**src/rtl/mem_arbiter_pkg.sv**
```systemverilog
`default_nettype none
// ============================================================================
// Module  : mem_arbiter_pkg
// Brief   : State encoding and default limits shared by the memory arbiter.
// Revision: 1.0
// ============================================================================
package mem_arbiter_pkg;

   localparam logic [1:0] c_IDLE   = 2'd0;
   localparam logic [1:0] c_BUSY_I = 2'd1;
   localparam logic [1:0] c_BUSY_D = 2'd2;

   localparam int c_STARVE_LIMIT_DFLT = 4;
   localparam int c_TIMEOUT_DFLT      = 255;

endpackage
`default_nettype wire

```
**src/rtl/arb_watchdog.sv**
```systemverilog
`default_nettype none
// ============================================================================
// Module  : arb_watchdog
// Brief   : Counts stalled BUSY cycles; expired marks the cycle that reaches TIMEOUT.
// Revision: 1.0
// ============================================================================
module arb_watchdog #(
   parameter int TIMEOUT = 255
) (
   input  logic clk,
   input  logic rst,
   input  logic clear,
   input  logic count_en,
   output logic expired
);

   localparam int             c_W      = $clog2(TIMEOUT + 1);
   localparam int             c_LAST_I = TIMEOUT - 1;
   localparam logic [c_W-1:0] c_MAX    = TIMEOUT[c_W-1:0];
   localparam logic [c_W-1:0] c_LAST   = c_LAST_I[c_W-1:0];

   logic [c_W-1:0] r_count;

   always_ff @(posedge clk) begin
      if (rst || clear) begin
         r_count <= '0;
      end else if (count_en && (r_count != c_MAX)) begin
         r_count <= r_count + 1'b1;
      end
   end

   // Asserted on the stalled cycle whose increment lands on TIMEOUT.
   assign expired = count_en & (r_count == c_LAST);

endmodule
`default_nettype wire

```
**src/rtl/mem_arbiter.sv**
```systemverilog
`default_nettype none
// ============================================================================
// Module  : mem_arbiter
// Brief   : Two-port (fetch/data) single-memory arbiter with starvation guard.
// Revision: 1.0
// ============================================================================
module mem_arbiter
   import mem_arbiter_pkg::*;
#(
   parameter int STARVE_LIMIT = c_STARVE_LIMIT_DFLT,
   parameter int TIMEOUT      = c_TIMEOUT_DFLT
) (
   input  logic        clk,
   input  logic        rst,
   input  logic        if_req,
   input  logic [31:0] if_addr,
   output logic        if_done,
   output logic [31:0] if_rdata,
   input  logic        d_req,
   input  logic        d_we,
   input  logic [31:0] d_addr,
   input  logic [31:0] d_wdata,
   output logic        d_done,
   output logic [31:0] d_rdata,
   output logic        err,
   output logic        stall,
   output logic        mem_req,
   output logic        mem_we,
   output logic [31:0] mem_addr,
   output logic [31:0] mem_wdata,
   input  logic        mem_ready,
   input  logic [31:0] mem_rdata
);

   localparam int              c_SW   = $clog2(STARVE_LIMIT + 1);
   localparam logic [c_SW-1:0] c_SMAX = STARVE_LIMIT[c_SW-1:0];

   logic [1:0]      r_state;
   logic [c_SW-1:0] r_starve;
   logic            r_mem_req, r_mem_we, r_if_done, r_d_done, r_err;
   logic [31:0]     r_mem_addr, r_mem_wdata, r_if_rdata, r_d_rdata;

   logic w_idle, w_busy, w_starved, w_grant_i, w_grant_d;
   logic w_i_misal, w_d_misal, w_wd_clear, w_wd_en, w_expired;

   assign w_idle    = (r_state == c_IDLE);
   assign w_busy    = (r_state == c_BUSY_I) || (r_state == c_BUSY_D);
   assign w_starved = (r_starve == c_SMAX);
   assign w_i_misal = (if_addr[1:0] != 2'b00);
   assign w_d_misal = (d_addr[1:0] != 2'b00);

   // A port finishing this cycle is still holding its request; skip it.
   assign w_grant_i = w_idle & if_req & ~r_if_done & (~(d_req & ~r_d_done) | w_starved);
   assign w_grant_d = w_idle & d_req & ~r_d_done & ~w_grant_i;

   assign w_wd_clear = (w_grant_i & ~w_i_misal) | (w_grant_d & ~w_d_misal);
   assign w_wd_en    = w_busy & ~mem_ready;

   arb_watchdog #(.TIMEOUT(TIMEOUT)) u_watchdog (
      .clk      (clk),
      .rst      (rst),
      .clear    (w_wd_clear),
      .count_en (w_wd_en),
      .expired  (w_expired)
   );

   always_ff @(posedge clk) begin
      if (rst) begin
         r_state     <= c_IDLE;
         r_starve    <= '0;
         r_mem_req   <= 1'b0;
         r_mem_we    <= 1'b0;
         r_mem_addr  <= '0;
         r_mem_wdata <= '0;
         r_if_done   <= 1'b0;
         r_d_done    <= 1'b0;
         r_err       <= 1'b0;
         r_if_rdata  <= '0;
         r_d_rdata   <= '0;
      end else begin
         r_if_done <= 1'b0;
         r_d_done  <= 1'b0;
         r_err     <= 1'b0;
         case (r_state)
            c_IDLE: begin
               if (w_grant_i) begin
                  if (w_i_misal) begin
                     r_if_done  <= 1'b1;
                     r_err      <= 1'b1;
                     r_if_rdata <= '0;
                  end else begin
                     r_state     <= c_BUSY_I;
                     r_mem_req   <= 1'b1;
                     r_mem_we    <= 1'b0;
                     r_mem_addr  <= if_addr;
                     r_mem_wdata <= '0;
                     r_starve    <= '0;
                  end
               end else if (w_grant_d) begin
                  if (w_d_misal) begin
                     r_d_done  <= 1'b1;
                     r_err     <= 1'b1;
                     r_d_rdata <= '0;
                  end else begin
                     r_state     <= c_BUSY_D;
                     r_mem_req   <= 1'b1;
                     r_mem_we    <= d_we;
                     r_mem_addr  <= d_addr;
                     r_mem_wdata <= d_wdata;
                     if (if_req && !w_starved) begin
                        r_starve <= r_starve + 1'b1;
                     end
                  end
               end
            end
            c_BUSY_I, c_BUSY_D: begin
               // Ready wins over a simultaneous watchdog expiry.
               if (mem_ready || w_expired) begin
                  r_state   <= c_IDLE;
                  r_mem_req <= 1'b0;
                  r_mem_we  <= 1'b0;
                  r_err     <= ~mem_ready;
                  if (r_state == c_BUSY_I) begin
                     r_if_done  <= 1'b1;
                     r_if_rdata <= mem_ready ? mem_rdata : 32'h0;
                  end else begin
                     r_d_done <= 1'b1;
                     if (!mem_ready) begin
                        r_d_rdata <= '0;
                     end else if (!r_mem_we) begin
                        r_d_rdata <= mem_rdata;
                     end
                  end
               end
            end
            default: r_state <= c_IDLE;
         endcase
      end
   end

   assign if_done   = r_if_done;
   assign d_done    = r_d_done;
   assign err       = r_err;
   assign if_rdata  = r_if_rdata;
   assign d_rdata   = r_d_rdata;
   assign mem_req   = r_mem_req;
   assign mem_we    = r_mem_we;
   assign mem_addr  = r_mem_addr;
   assign mem_wdata = r_mem_wdata;
   assign stall     = (if_req & ~r_if_done) | (d_req & ~r_d_done);

endmodule
`default_nettype wire

```
**config.mk**
```make
export PLATFORM = sky130hd
export DESIGN_NAME = mem_arbiter
export DESIGN_NICKNAME = d
export VERILOG_FILES = /design/src/rtl/mem_arbiter_pkg.sv /design/src/rtl/arb_watchdog.sv /design/src/rtl/mem_arbiter.sv
export SDC_FILE = /design/constraint.sdc
export NUM_CORES = 1
export LEC_CHECK = 0
export ABC_AREA = 1
export CELL_PAD_IN_SITES_DETAIL_PLACEMENT = 2
export CELL_PAD_IN_SITES_GLOBAL_PLACEMENT = 2
export CORE_UTILIZATION = 22
export DETAILED_ROUTE_END_ITERATION = 10
export GPL_ROUTABILITY_DRIVEN = 0
export GPL_TIMING_DRIVEN = 0
export PLACE_DENSITY = 0.77
export SETUP_SLACK_MARGIN = 0.3
export SYNTH_ARGS = -nofsm -noshare
export SYNTH_HDL_FRONTEND = slang
export SYNTH_HIERARCHICAL = 1
export SYNTH_SLANG_ARGS = --single-unit
```
**constraint.sdc**
```tcl
create_clock -name clk -period 3.8 [get_ports clk]
set_input_delay 0.57 -clock clk [delete_from_list [all_inputs] [get_ports clk]]
set_output_delay 0.57 -clock clk [all_outputs]
set_load 0.05 [all_outputs]
```
# Word-level counts from Yosys, hierarchy flattened
# Cells that the tools add are included.
[word_totals] register_bits=146 input_bits=134 output_inout_bits=134
[classes] addsub=2 eq_ne=19 n_mux=58 n_bitwise=22 n_reduce_logical=19
[ops] operator="$mux 32" n=20
[ops] operator="$pmux 32 s2" n=2
[ops] operator="$mux 1" n=20
[ops] operator="$mux 3" n=5
[ops] operator="$reduce_and 5->1" n=3
[ops] operator="$and 1x1->1" n=12
[ops] operator="$ne 2x2->1 const B" n=6
[ops] operator="$mux 2" n=5
[ops] operator="$pmux 1 s2" n=5
[ops] operator="$reduce_bool 2->1" n=5
[ops] operator="$ne 3x3->1 const B" n=3
[ops] operator="$add 8x1->8 const B" n=1
[ops] operator="$eq 8x8->1 const B" n=1
[ops] operator="$ne 2x1->1 const B" n=4
[ops] operator="$ne 8x8->1 const B" n=1
[ops] operator="$reduce_and 4->1" n=2
[ops] operator="$not 1->1" n=7
[ops] operator="$reduce_and 7->1" n=1
[ops] operator="$pmux 2 s2" n=1
[ops] operator="$add 3x1->3 const B" n=1
[ops] operator="$eq 3x3->1 const B" n=1
[ops] operator="$logic_or 1x1->1" n=3
[ops] operator="$ne 3x1->1 const B" n=1
[ops] operator="$or 1x1->1" n=3
[ops] operator="other kinds (6)" n=7

# Logic depth before layout (Yosys ltp)
# Gate-level depths: netlist of the first run.
[logic_depth] depth_word=10 depth_mapped=15 mapped_depth_nobuf=14

# Hierarchy
# Netlist of the first run, hierarchy kept.
[by_module_without_submodules] mod="mem_arbiter" instances=1 cells_each=906 area_each_um2=6164.7
[by_module_without_submodules] mod="arb_watchdog" instances=1 cells_each=65 area_each_um2=446.7

# Worst setup path after synthesis of the first run
# No wires, ideal clock.
[synth_path] kind="register -> register" startpoint="register r_state[0]" endpoint="register r_if_rdata[25], in the netlist if_rdata[25]" setup_time_ns=0.132 t_arrival_ns=2.671 required_ns=3.668 path_slack_ns=0.996 stages_incl_launch_ff=15 path_buffers=1 synth_period_minus_slack_ns=2.804 cell_sequence="dfxtp_1 -> inv_1 -> ha_1 -> inv_1 -> nor2_1 -> nand2_1 -> nor4_1 -> nor2_1 -> nand2_1 -> o21ai_0 -> nor3_1 -> nand2_1 -> clkbuf_1 -> nand2_1 -> a21oi_1"
[synth_between] elab_chain_len=7
[synth_lines] element="from (decl)" line="mem_arbiter.sv:38" text="logic [1:0] r_state;"
[synth_lines] element="from (signal assigned)" line="mem_arbiter.sv:69" text="r_state <= c_IDLE;"
[synth_lines] element="from (signal assigned)" line="mem_arbiter.sv:92" text="r_state <= c_BUSY_I;"
[synth_lines] element="from (signal assigned)" line="mem_arbiter.sv:105" text="r_state <= c_BUSY_D;"
[synth_lines] element="$eq 2x1->1 / $eq 2x2->1 (equally long branches)" line="mem_arbiter.sv:47" text="assign w_busy = (r_state == c_BUSY_I) || (r_state == c_BUSY_D);"
[synth_lines] element="$logic_or 1x1->1 (*)" line="mem_arbiter.sv:47"
[synth_lines] element="$and 1x1->1 (*)" line="mem_arbiter.sv:57" text="assign w_wd_en = w_busy & ~mem_ready;"
[synth_lines] element="net w_wd_en" line="mem_arbiter.sv:44" text="logic w_i_misal, w_d_misal, w_wd_clear, w_wd_en, w_expired;"
[synth_lines] element="$and 1x1->1 (*)" line="arb_watchdog.sv:33" text="assign expired = count_en & (r_count == c_LAST);"
[synth_lines] element="net w_expired" line="mem_arbiter.sv:44"
[synth_lines] element="$logic_or 1x1->1 (*)" line="mem_arbiter.sv:118" text="if (mem_ready || w_expired) begin"
[synth_lines] element="$ne 2x2->1 (no line) (*)"
[synth_lines] element="$reduce_and 5->1 (no line) (*)"
[synth_lines] element="to (signal assigned)" line="mem_arbiter.sv:125" text="r_if_rdata <= mem_ready ? mem_rdata : 32'h0;"
[synth_lines] element="to (decl)" line="mem_arbiter.sv:41" text="logic [31:0] r_mem_addr, r_mem_wdata, r_if_rdata, r_d_rdata;"
# Mark *: on every way through the listed nets, which the timed path passes. The rest lies on a longest branch.
# A chain may end at the register's enable or synchronous reset.

# Final worst setup path of the first run
[layout_path] startpoint="register r_state[0]" endpoint="register r_if_rdata[4], in the netlist if_rdata[4]"
# The elaborated chain is that of the path after synthesis.

==> results of run 1 <==
## layer usage
metal,up-vias,share of wire [%],GRT usage [%]
met4,0,1.1,4.312
met1,3543,42,22.24
met3,17,7.8,5.433
met5,-,0,0
li1,3617,-,-
met2,195,49,33.60
## cell usage in the layout (no fill, tap or decap), drive strengths merged
cell type      count
a21oi             43
and2               1
buf               23
bufinv             1
clkbuf            57
clkdlybuf4s50    267
clkinv             3
clkinvlp           1
dfxtp            146
ha                10
inv               68
nand2            270
nand3             45
nand3b             2
nand4             33
nor2             248
nor3               4
nor3b              2
nor4               1
o211ai             1
o21ai             42
o31ai              1
xnor2              2
xor2               1
## state kept, by name, summed over array words and instances, names as in the netlist
name / count
d_done: 1
d_rdata: 32
err: 1
if_done: 1
if_rdata: 32
mem_addr: 32
mem_req: 1
mem_wdata: 32
mem_we: 1
r_starve: 3
r_state: 2
u_watchdog/r_count: 8
## kinds of logic (layout without fill, tap and decap cells)
logic type	after synthesis	in the layout	synth area share, %
AOI/OAI and AO/OA	87	87	6.889
adders and majority gates	10	10	1.893
and+or+nand+nor	606	606	38.85
buffers and inverters	119	420	7.759
DFF	146	146	44.21
xor gates and xnor gates	3	3	0.3975
## cell type report
class / count / area [um^2] / share of cell area [%]
multi-input combinational: 706 / 3203 / 30.68
sequential: 146 / 2923 / 28.00
timing repair buffer: 270 / 2695 / 25.82
tap: 390 / 488.0 / 4.675
clock buffer: 17 / 425.4 / 4.075
buffer: 60 / 300.3 / 2.877
inverter: 58 / 217.7 / 2.086
clock inverter: 15 / 186.4 / 1.786
## worst max-delay path, cell delays in order, from the launching register on
cell     delay, ns
dfxtp_1       0.42
inv_1         0.12
ha_1          0.39
inv_1         0.11
nor2_4        0.19
nand2_1       0.13
nor4_4        0.20
nor2_1        0.08
nand2_1       0.09
o21ai_0       0.21
nor3_2        0.24
buf_4         0.16
nand2_1       0.17
buf_1         0.29
nand2_1       0.12
a21oi_1       0.06
## Yosys cell counts, drive strengths merged
cell / number
xor2: 1
nand3b: 2
nand3: 45
o21ai: 42
clkbuf: 40
nor3b: 2
o31ai: 1
nor2: 248
inv: 58
dfxtp: 146
nor3: 4
nor4: 1
o211ai: 1
ha: 10
and2: 1
nand4: 33
xnor2: 2
nand2: 270
a21oi: 43
buf: 21
## power by group through the flow
stage               Combinational [mW]  Clock, mW  Sequential, mW
floorplan                         1.28          0            2.86
finish                            3.36       1.79            1.98
global placement                  3.28          0            2.00
CTS                               3.41       1.85            1.98
global route                      3.68       1.91            2.01
detailed placement                3.35          0            2.02
## repair_timing
action,4_1_cts,5_1_grt
gates resized for setup,3,12
setup buffers,3,0
pin swaps,1,0
endpoints found under the setup margin,62,60
## worst max path at each step
stage | from | endpoint | cells past startpoint
2_1_floorplan | r_state[0] | if_rdata[25] | 14
3_3_place_gp | mem_ready | if_rdata[30] | 12
3_5_place_dp | mem_ready | if_rdata[26] | 12
4_1_cts | r_state[0] | if_rdata[2] | 15
5_1_grt | r_state[0] | if_rdata[2] | 15
6_report | r_state[0] | if_rdata[4] | 15
## through the flow
stage,setup WS [ns],hold slack (ns),instance area [um^2],cells,power [mW]
floorplan,0.9963,0.4669,6611,971,4.138
global placement,-0.2876,0.4358,9772,1628,5.286
detailed placement,-0.4885,0.4505,9772,1628,5.366
CTS,0.3688,0.4633,10420,1663,7.242
global route,0.2846,0.4808,10440,1662,7.600
finish,0.6685,0.4565,10440,1662,7.121
==> key figures, run 1 <==
Run status
  – Status: finished, final reports clean

Timing
  – Max Fclk: 0.3193 GHz
  – Worst-Margin Slew: 0.6881 ns
  – Slew margin rel.: 54.13%
  – RSZ-0062 raised after global routing: yes
  – Crit share post-route: 82.41%
  – Final-report hold violation count: 0
  – Fin crit period: 3.131 ns
  – Clock Skew: roughly 0.018 ns
  – Post-route setup TNS: 0 ns
  – Pins Over Slew Limit: 0
  – # setup viols final: 0

Hold path
  – WHS Endpoint: mem_req
  – Hold Path Stages: 2
  – Hold WC Path Type: register to register
  – Hold Path Origin: mem_req

Clock tree
  – Clock latency on the worst-skew pair: 0.44 ns
  – Clock Pin Slew Worst Setup and Hold Paths: 0.08 ns
  – Num CTS Buffers: 17
  – CTS tree: yes
  – CTS H-tree lvls: 4
  – CTS root buf: clkbuf_16
  – Clk sinks: approximately 150
  – Hold buffer count at CTS: 0
  – Clk buf depth: 2

Global route
  – Grt ovf: 0
  – First-pass GRT wire length: 44990 um
  – Vias in the first global route: 8009
  – GRT Total Usage: a little under a fifth
  – Largest net degree at the start of global routing: 18
  – Antenna violations before repair: 0

Route
  – Via count: ~7400
  – Avg WL per Cell: 17.02 um
  – DRC: 0
  – Detailed Route Iter0 Violations: 173
  – Pre-antenna DRT Iters: 4
  – Vias per cell: 4.436
  – Drt total wl: 28280 um
  – Routed Antenna Nets: 0

Floorplanning
  – I/O Pins: approximately 270
  – FP Rows: 63
  – Die ar.: between 30000 and 40000 um^2
  – Chip height: ~180 um
  – Core area: slightly below 30000 um^2
  – Die W: 175.4 um
  – Initial core utilization: between 20% and 30%

Final layout
  – Utilization after layout: approximately a third
  – Layout cell share with drive strength beyond 1: 9.198%
  – N_diodes: 0
  – Fill cell count: approximately 3500
  – Layout area overhead: 57.89%
  – Fin nets: 1403

Setup path
  – Worst r2r path cells: 15
  – WS Path Type: register to register
  – R2r setup slk: 0.67 ns
  – Worst r2r dst: if_rdata[4]
  – Worst r2r src: r_state[0]
  – CP Data Arrival Time: 3.42 ns
  – Max FO, Critical Path: 10
  – Critical Path RT: 4.09 ns
  – Crit. End Element: register
  – Startpoint Class: register

Pwr
  – Switching Power: approximately 3.3 mW
  – Sequential power share: approximately 28%
  – Pwr dens: between 600 and 700 nW/um^2
  – Max IR drop VDD: 299.6 uV
  – Leak Pwr: 4.243 nW
  – Pint: approximately 3.8 mW
  – Clock power frac: 25.1%
  – Sw Ratio: 46.26%
  – Combinational share of power: 47.1%

Synthesis
  – Syn Area/Cell: 6.809 um^2
  – Yosys warning count: 6
  – Syn_nets: roughly 1100
  – Sequential fraction of the synthesis area: 44.21%
  – Synth top area share: roughly 44%
  – Mapped Area: between 6000 and 7000 um^2
  – Yosys reg bits: 146
  – Synth top area cells: dfxtp_1 (44%), nand2_1 (15%), nor2_1 (12%), nor2_2 (3.8%), nand3_1 (3.3%)
  – Netlist cell types: 30
  – Cells after synthesis: between 900 and 1000
  – Cell taking the most area after synthesis: dfxtp_1

Place
  – I/O Buffers: 267
  – DP HPWL: 21920 um

Run
  – Max cap viols: 0
No activity file was read; power rests on OpenSTA's default activity.
==> inputs of run 2 (changes only) <==
Clock period 3.8 ns to 3.2 ns, I/O delays scaled along.
==> run 2 against run 1 <==
Global-route usage increased by 0.074 points. Clock skew down 0.0030 ns. Combinational power up 23%. Final area is 0.87% higher. Via count increased by 0.22%. Clock power up 18%. Power rose by 21%. Highest routed layer unchanged.
==> key figures, run 2 (same netlist as run 1, synthesis figures left out) <==
Place
  – I/O Buffers: 267 (unchanged)
  – DP HPWL: 21920 um (unchanged)
  – Placed insts: 1628 (unchanged)

Run status
  – Status: finished, final reports clean

Final layout
  – Fin nets: 1406 (+0.21%)
  – Footprint of the multi-input gates: 3237 um^2 (+1.1%)
  – Fill cell count: 3528 (-0.057%)
  – Register area: 2924 um^2 (about the same)
  – Commonest non-fill, non-tap cell in the layout: clkdlybuf4s50_1
  – Layout cell share with drive strength beyond 1: 10.35% (+1.2 points)
  – Layout area overhead: 59.27%
  – Non-Filler Instances: 1665 (+0.18%)
  – Commonest non-fill, non-tap cells in the layout: clkdlybuf4s50_1 (267), nand2_1 (263), nor2_1 (205)
  – N_diodes: 0 (unchanged)

Floorplanning
  – FP Rows: 63 (unchanged)
  – Initial core utilization: 22.31% (unchanged)
  – Core area: 29640 um^2 (unchanged)
  – I/O Pins: 268 (unchanged)
  – Die W: 175.4 um (unchanged)
  – Die ar.: 30750 um^2 (unchanged)
  – Chip height: 175.4 um (unchanged)

Setup path
  – CP Data Arrival Time: 3.08 ns (-0.34 ns)
  – Crit. End Element: register
  – Worst r2r dst: if_rdata[30]
  – Startpoint Class: register
  – R2r setup slk: 0.47 ns (-0.20 ns)
  – Worst r2r src: r_state[0]
  – Max FO, Critical Path: 10 (unchanged)
  – Worst r2r path cells: 14 (-1)
  – Critical Path RT: 3.55 ns (-0.54 ns)
  – WS Path Type: register to register

Timing
  – Worst-Margin Slew: 0.6887 ns (+0.0006461 ns)
  – Post-route setup TNS: 0 ns (unchanged)
  – Final-report hold violation count: 0 (unchanged)
  – Crit share post-route: 85.46% (+3.1 points)
  – RSZ-0062 raised after global routing: yes
  – Fin crit period: 2.735 ns (-0.3966 ns)
  – # setup viols final: 0 (unchanged)
  – Clock Skew: 0.01464 ns (-0.003018 ns)
  – Slew margin rel.: 54.08% (about the same)
  – Max Fclk: 0.3657 GHz (+15%)
  – Pins Over Slew Limit: 0 (unchanged)

Global route
  – Antenna violations before repair: 0 (unchanged)
  – Grt ovf: 0 (unchanged)
  – GRT Total Usage: 18.96% (+0.074 points)
  – Largest net degree at the start of global routing: 18 (unchanged)
  – Vias in the first global route: 8021 (+0.15%)
  – First-pass GRT wire length: 45130 um (+0.31%)

Route
  – Pre-antenna DRT Iters: 4 (unchanged)
  – Detailed Route Iter0 Violations: 174 (+0.58%)
  – Routed Antenna Nets: 0 (unchanged)
  – Drt total wl: 28420 um (+0.49%)
  – Via count: 7388 (+0.22%)
  – Avg WL per Cell: 17.07 um (+0.31%)
  – DRC: 0 (unchanged)
  – Vias per cell: 4.437 (about the same)

Clock tree
  – Num CTS Buffers: 17 (unchanged)
  – Clock Pin Slew Worst Setup and Hold Paths: 0.08 ns (about the same)
  – CTS tree: yes
  – CTS H-tree lvls: 4 (unchanged)
  – CTS root buf: clkbuf_16
  – Clk sinks: 146 (unchanged)
  – Clock latency on the worst-skew pair: 0.43 ns (about the same)
  – Clk buf depth: 2 (unchanged)

Pwr
  – Switching Power: 3.960 mW (+20%)
  – Clock power frac: 24.7% (-0.4 points)
  – Pint: 4.636 mW (+21%)
  – Pwr dens: 816.3 nW/um^2 (+20%)
  – Leak Pwr: 4.291 nW (+1.1%)
  – Combinational share of power: 48.0% (+0.9 points)
  – Sequential power share: 27.3% (-0.5 points)
  – Sw Ratio: 46.06% (-0.20 points)
  – Max IR drop VDD: 356.4 uV (+19%)
  – Total power: 8.596 mW (+21%)

Hold path
  – Hold WC Path Type: register to register
  – Hold Path Origin: mem_req
  – Hold Path Stages: 2 (unchanged)
  – WHS Endpoint: mem_req

Run
  – Max cap viols: 0 (unchanged)
run 2: cell count changes in the layout (fill, tap and decap cells not counted), sizes merged:
cell    before  now
clkbuf      57   53
buf         23   30
run 2: final cells by class:
cell class	instances	area share, %
Multi-Input combinational cell	706	30.74
Sequential cell	146	27.77
Timing Repair Buffer	273	25.81
Tap cell	390	4.634
Clock buffer	17	4.040
Buffer	60	3.173
Inverter	58	2.067
Clock inverter	15	1.770
run 2: worst max path at each step:
| stage | endpoint | cells after the start | start | slack (ns) |
|---|---|---|---|---|
| after floorplan | if_rdata[25] | 14 | r_state[0] | 0.40 |
| final | if_rdata[30] | 14 | r_state[0] | 0.47 |
| after CTS | if_rdata[16] | 15 | r_state[1] | 0.30 |
| after global routing | if_rdata[28] | 14 | r_state[0] | 0.24 |
| after detailed placement | if_rdata[26] | 12 | mem_ready | -1.0 |
| after global placement | if_rdata[30] | 12 | mem_ready | -0.80 |
run 2: critical path, stage by stage (launching register included):
cell	delay, ns
dfxtp_2	0.38
inv_1	0.12
ha_4	0.33
inv_1	0.09
nor2_4	0.17
nand2_1	0.12
nor4_4	0.28
nor2_1	0.08
nand2_1	0.12
o21ai_2	0.11
nor3_2	0.19
buf_4	0.18
clkbuf_4	0.22
nand3_1	0.09
a21oi_1	0.18
run 2: what timing repair did:
item | in CTS | in global routing
hold buffers | 0 | 0
setup buffers | 3 | 3
hold endpoints to repair | 0 | 0
gates cloned | 0 | 0
endpoints found under the setup margin | 66 | 64
pin swaps | 2 | 4
gates resized for setup | 24 | 27
run 2: power groups by stage:
stage | clock [mW] | sequential, mW | combinational, mW
floorplan | 0 | 3.39 | 1.52
global placement | 0 | 2.38 | 3.90
detailed placement | 0 | 2.39 | 3.98
CTS | 2.19 | 2.36 | 4.12
global route | 2.26 | 2.39 | 4.51
finish | 2.12 | 2.35 | 4.12
run 2: metrics by stage:
stage	setup slack (ns)	hold slack (ns)	cell area (um^2)	utilization (%)
3_3_place_gp	-0.7976	0.4358	9772	32.97
2_1_floorplan	0.3963	0.4669	6611	-
5_1_grt	0.2440	0.4807	10530	35.53
3_5_place_dp	-0.9985	0.4505	9772	32.97
6_report	0.4652	0.4565	10530	35.53
4_1_cts	0.2959	0.4632	10480	35.34
run 2: routing by layer:
| layer | global-route usage (%) | part of all wire, % | vias up |
|---|---|---|---|
| li1 | - | - | 3631 |
| met1 | 22.33 | 42 | 3549 |
| met2 | 33.85 | 49 | 192 |
| met3 | 5.390 | 7.6 | 16 |
| met4 | 4.167 | 0.99 | 0 |
| met5 | 0 | 0 | - |
==> patch 1 (flow settings as in run 2) <==
`c_TIMEOUT_DFLT`: 255 -> 510.
--- a/src/rtl/mem_arbiter_pkg.sv
+++ b/src/rtl/mem_arbiter_pkg.sv
@@ -11,7 +11,7 @@
    localparam logic [1:0] c_BUSY_D = 2'd2;
 
    localparam int c_STARVE_LIMIT_DFLT = 4;
-   localparam int c_TIMEOUT_DFLT      = 255;
+   localparam int c_TIMEOUT_DFLT      = 510;
 
 endpackage
 `default_nettype wire
Function: no difference found for any inputs over 4 cycles, from zero or initial values and one cycle with rst high; that may be too few to reach the edited logic, so the function may still have changed.
==> patch 1 against run 2 <==
Non-clock buffer count is 1 lower; setup slack better by 0.11 ns; die area is 1.6% higher; area after synthesis is 1.6% higher; count of clock-buffer cells in the layout stayed put; routed wire length is 1.4% higher; sequential power hardly changed; first-iteration DRC count is 4.6% higher; sequential cell count is 1 higher; combinational power is 2% lower; cell area is 0.32% higher; total power is 2.1% lower; critical path type unchanged; largest power group unchanged.
==> patch 1: results (changes against run 2) <==
r2r_slack_ns: 0.57  # was 0.47 ns
worst_slew_pin_slew_ns: 0.671  # was 0.689 ns
status: "finished clean"  # unchanged
ys_top_cells_by_count: "nand2_1, nor2_1, dfxtp_1"  # unchanged
yosys.cell_types.count: 29  # was 30
synth.avg_cell_area_sq_um: 6.80  # was 6.81 sq um
grt_max_degree: 18  # unchanged
power_frac_clock_pct: 24.0  # was 24.7%
wl_met1_um: 12400  # was 12100 um
seq_area_frac_synth_pct: 43.8  # was 44.2%
placed_cell_area_sq_um: 9880  # was 9770 sq um
fin_nets: 1422  # was 1406
p_leak_nw: 4.33  # was 4.29 nW
dr.max_layer_used: "met5"  # was met4
whs_ns: 0.455  # was 0.456 ns
synth_area_leaders: "dfxtp_1, nand2_1, nor2_1"  # unchanged
p_seq_share_pct: 28.0  # was 27.3%
met2WireLength_um: 14000  # was 13900 um
dp_slack_ns: -0.890  # was -0.999 ns
drtIter0Drc: 182  # was 174
powerComb_mw: 4.04  # was 4.12 mW
stdcell_count: 1681  # was 1665
r2r-end: "if_rdata[20]"  # was if_rdata[30]
peakVddDrop_mv: 0.353  # was 0.356 mV
place_inst: 1645  # was 1628
port_buffers: 267  # unchanged
reg2reg_depth: 15  # was 14
track_usage_pct: 18.6  # was 19.0%
clock_latency_ns: 0.43  # about the same
skew_ns: 0.0129  # was 0.0146 ns
arrival_ns: 2.98  # was 3.08 ns
grt_pass1_vias: 7952  # was 8021
numCtsBuffers: 17  # unchanged
final_core_util_pct: 35.4  # was 35.5%
wl_met3_um: 2100  # was 2160 um
hold_class: "reg2reg"  # unchanged
drive_above_1_share_pct: 10.0  # was 10.4%
vias_per_cell: 4.45  # was 4.44
hold_depth: 2  # unchanged
dp_hpwl_um: 22400  # was 21900 um
fill_cells: 3543  # was 3528
syn_nets: 1133  # was 1115
wl_um: 28800  # was 28400 um
power.net_switching_mw: 3.91  # was 3.96 mW
worst-path-max-fanout: 10  # unchanged
antenna_found_initial: 2  # was 0
grt_first_pass_wirelength_um: 44400  # was 45100 um
-- patch 1: metal layers --
| metal | GRT usage (%) | vias up |
|---|---|---|
| met5 | 0 | - |
| met1 | 21.7 | 3584 |
| met2 | 33.0 | 198 |
| met3 | 5.52 | 21 |
| met4 | 4.20 | 2 |
| li1 | - | 3668 |
-- patch 1: area by class of cell --
| type | count | share of cell area, % |
|---|---|---|
| flip-flops and latches | 147 | 27.9 |
| repair buffers | 270 | 25.5 |
| diodes | 1 | 0.0237 |
| plain buffers | 62 | 3.22 |
| clock inverters | 15 | 1.46 |
| inverters | 67 | 2.38 |
| clock buffers | 17 | 4.03 |
| well taps | 390 | 4.62 |
| multi-input cells | 712 | 30.9 |
-- patch 1: kinds of logic (layout without fill, tap and decap cells) --
logic type	after synthesis	count (layout)	share of synthesized area (%)
other cells	0	1	0
xor+xnor	2	2	0.261
buf+inv	129	431	8.31
fa+ha+maj	11	11	2.05
compound gates	85	85	6.56
simple gates	614	614	39.0
flops	147	147	43.8
-- patch 1: repair_timing --
action                                  in CTS  in global routing
endpoints found under the setup margin      66                 66
setup buffers                                3                  0
pin swaps                                    2                  0
cloned                                       0                  0
resized for setup                           21                 15
-- patch 1: worst max path at each step --
stage                              end
after global routing      if_rdata[19]
after global placement    if_rdata[25]
after floorplan           if_rdata[25]
after CTS                  if_rdata[2]
final                     if_rdata[20]
after detailed placement  if_rdata[30]
-- patch 1: critical path, stage by stage (launching register included) --
cell	delay [ns]
dfxtp_2	0.37
inv_1	0.11
ha_4	0.32
inv_1	0.08
nor2_4	0.12
nand3_1	0.14
nor4_4	0.20
nor2_1	0.07
nand2_1	0.09
o21ai_1	0.13
nor3_2	0.19
buf_4	0.16
buf_4	0.12
clkbuf_4	0.19
nand3_1	0.09
a21oi_1	0.16
==> patch 2 (config.mk and constraints of run 2) <==
Made on the original files. Reset style: asynchronous (`rst`), changed in one clocked block.
--- a/src/rtl/mem_arbiter.sv
+++ b/src/rtl/mem_arbiter.sv
@@ -64,7 +64,7 @@
       .expired  (w_expired)
    );
 
-   always_ff @(posedge clk) begin
+   always_ff @(posedge clk or posedge rst) begin
       if (rst) begin
          r_state     <= c_IDLE;
          r_starve    <= '0;
Function: differs if rst is asserted again (counterexample within 4 cycles, from zero or initial values and one cycle with rst high); with rst held inactive, the same outputs for 4 cycles.
==> patch 2 against run 2 <==
Clock power fell by 5%; routed wire length fell by 10%; sequential power rose by 28%; area after synthesis fell by 1.3%; setup slack improved by 0.087 ns; cell area fell by 1.4%; sequential cell count did not move; sequential share of layout area rose by 7.0 points; total power rose by 37%; synthesized cell count fell by 19%; die area fell by 1.3%.
==> patch 2: results (changes against run 2) <==
synth_area_leaders: "dfrtp_1, nand2_1, o21ai_1"  # was dfxtp_1, nand2_1, nor2_1
skew_ns: 0.0124  # was 0.0146 ns
fin_nets: 1225  # was 1406
area_growth_pct: 59.1  # was 59.3%
stdcell_count: 1481  # was 1665
power_density_nw_per_um2: 1140  # was 816 nW/um^2
nNonClkBuffers: 311  # was 333
grt_max_degree: 34  # was 18
min_to: "mem_addr[20]"  # was mem_req
whs_ns: 0.479  # was 0.456 ns
multi_input_area_sq_um: 2540  # was 3240 sq um
synth_flop_cell: "dfrtp_1"  # was dfxtp_1
intPower_mw: 5.81  # was 4.64 mW
async_flop_share_pct: 94.5  # was 0%
seq_area_frac_synth_pct: 55.4  # was 44.2%
endpoint: "d_rdata[24]"  # was if_rdata[30]
antenna_found_initial: 3  # was 0
min_period_ns: 2.65  # was 2.73 ns
synth_compound_area_share_pct: 9.24  # was 6.89%
multi_input_gates: 574  # was 706
arrival_ns: 2.98  # was 3.08 ns
status: "finished clean"  # unchanged
drive_above_1_share_pct: 8.04  # was 10.4%
antenna_cells: 3  # was 0
place_inst: 1445  # was 1628
worst_slew_pin_slew_ns: 0.606  # was 0.689 ns
dp_slack_ns: -0.118  # was -0.999 ns
vias_per_cell: 4.34  # was 4.44
ys_top_cells_by_count: "nand2_1, dfrtp_1, o21ai_1"  # was nand2_1, nor2_1, dfxtp_1
-- patch 2: cell types whose count changed after synthesis, moves of 35 or more --
cell / delta
dfxtp_1: -138
o21ai_1: +75
dfrtp_1: +138
a21oi_1: -35
nor2_2: -40
nand2_1: +130
nor2_1: -186
-- patch 2: worst register-to-register path, stage by stage, from the launching register on --
cell     delay (ns)
dfrtp_1        0.42
inv_1          0.11
ha_1           0.33
inv_1          0.14
nor2_4         0.16
nand2_1        0.11
nor4_4         0.18
inv_1          0.07
nand2_1        0.15
nand2_1        0.12
nor3_2         0.21
nand2_4        0.14
buf_2          0.23
o21ai_0        0.20
-- patch 2: routing by layer --
metal,share of wire [%],wire [um],global-route usage (%),vias up
met5,0,0,0,-
met4,1.7,434,5.63,0
met3,3.5,891,3.67,22
met2,52,13200,30.7,129
met1,43,10900,20.2,3204
li1,-,-,-,3070
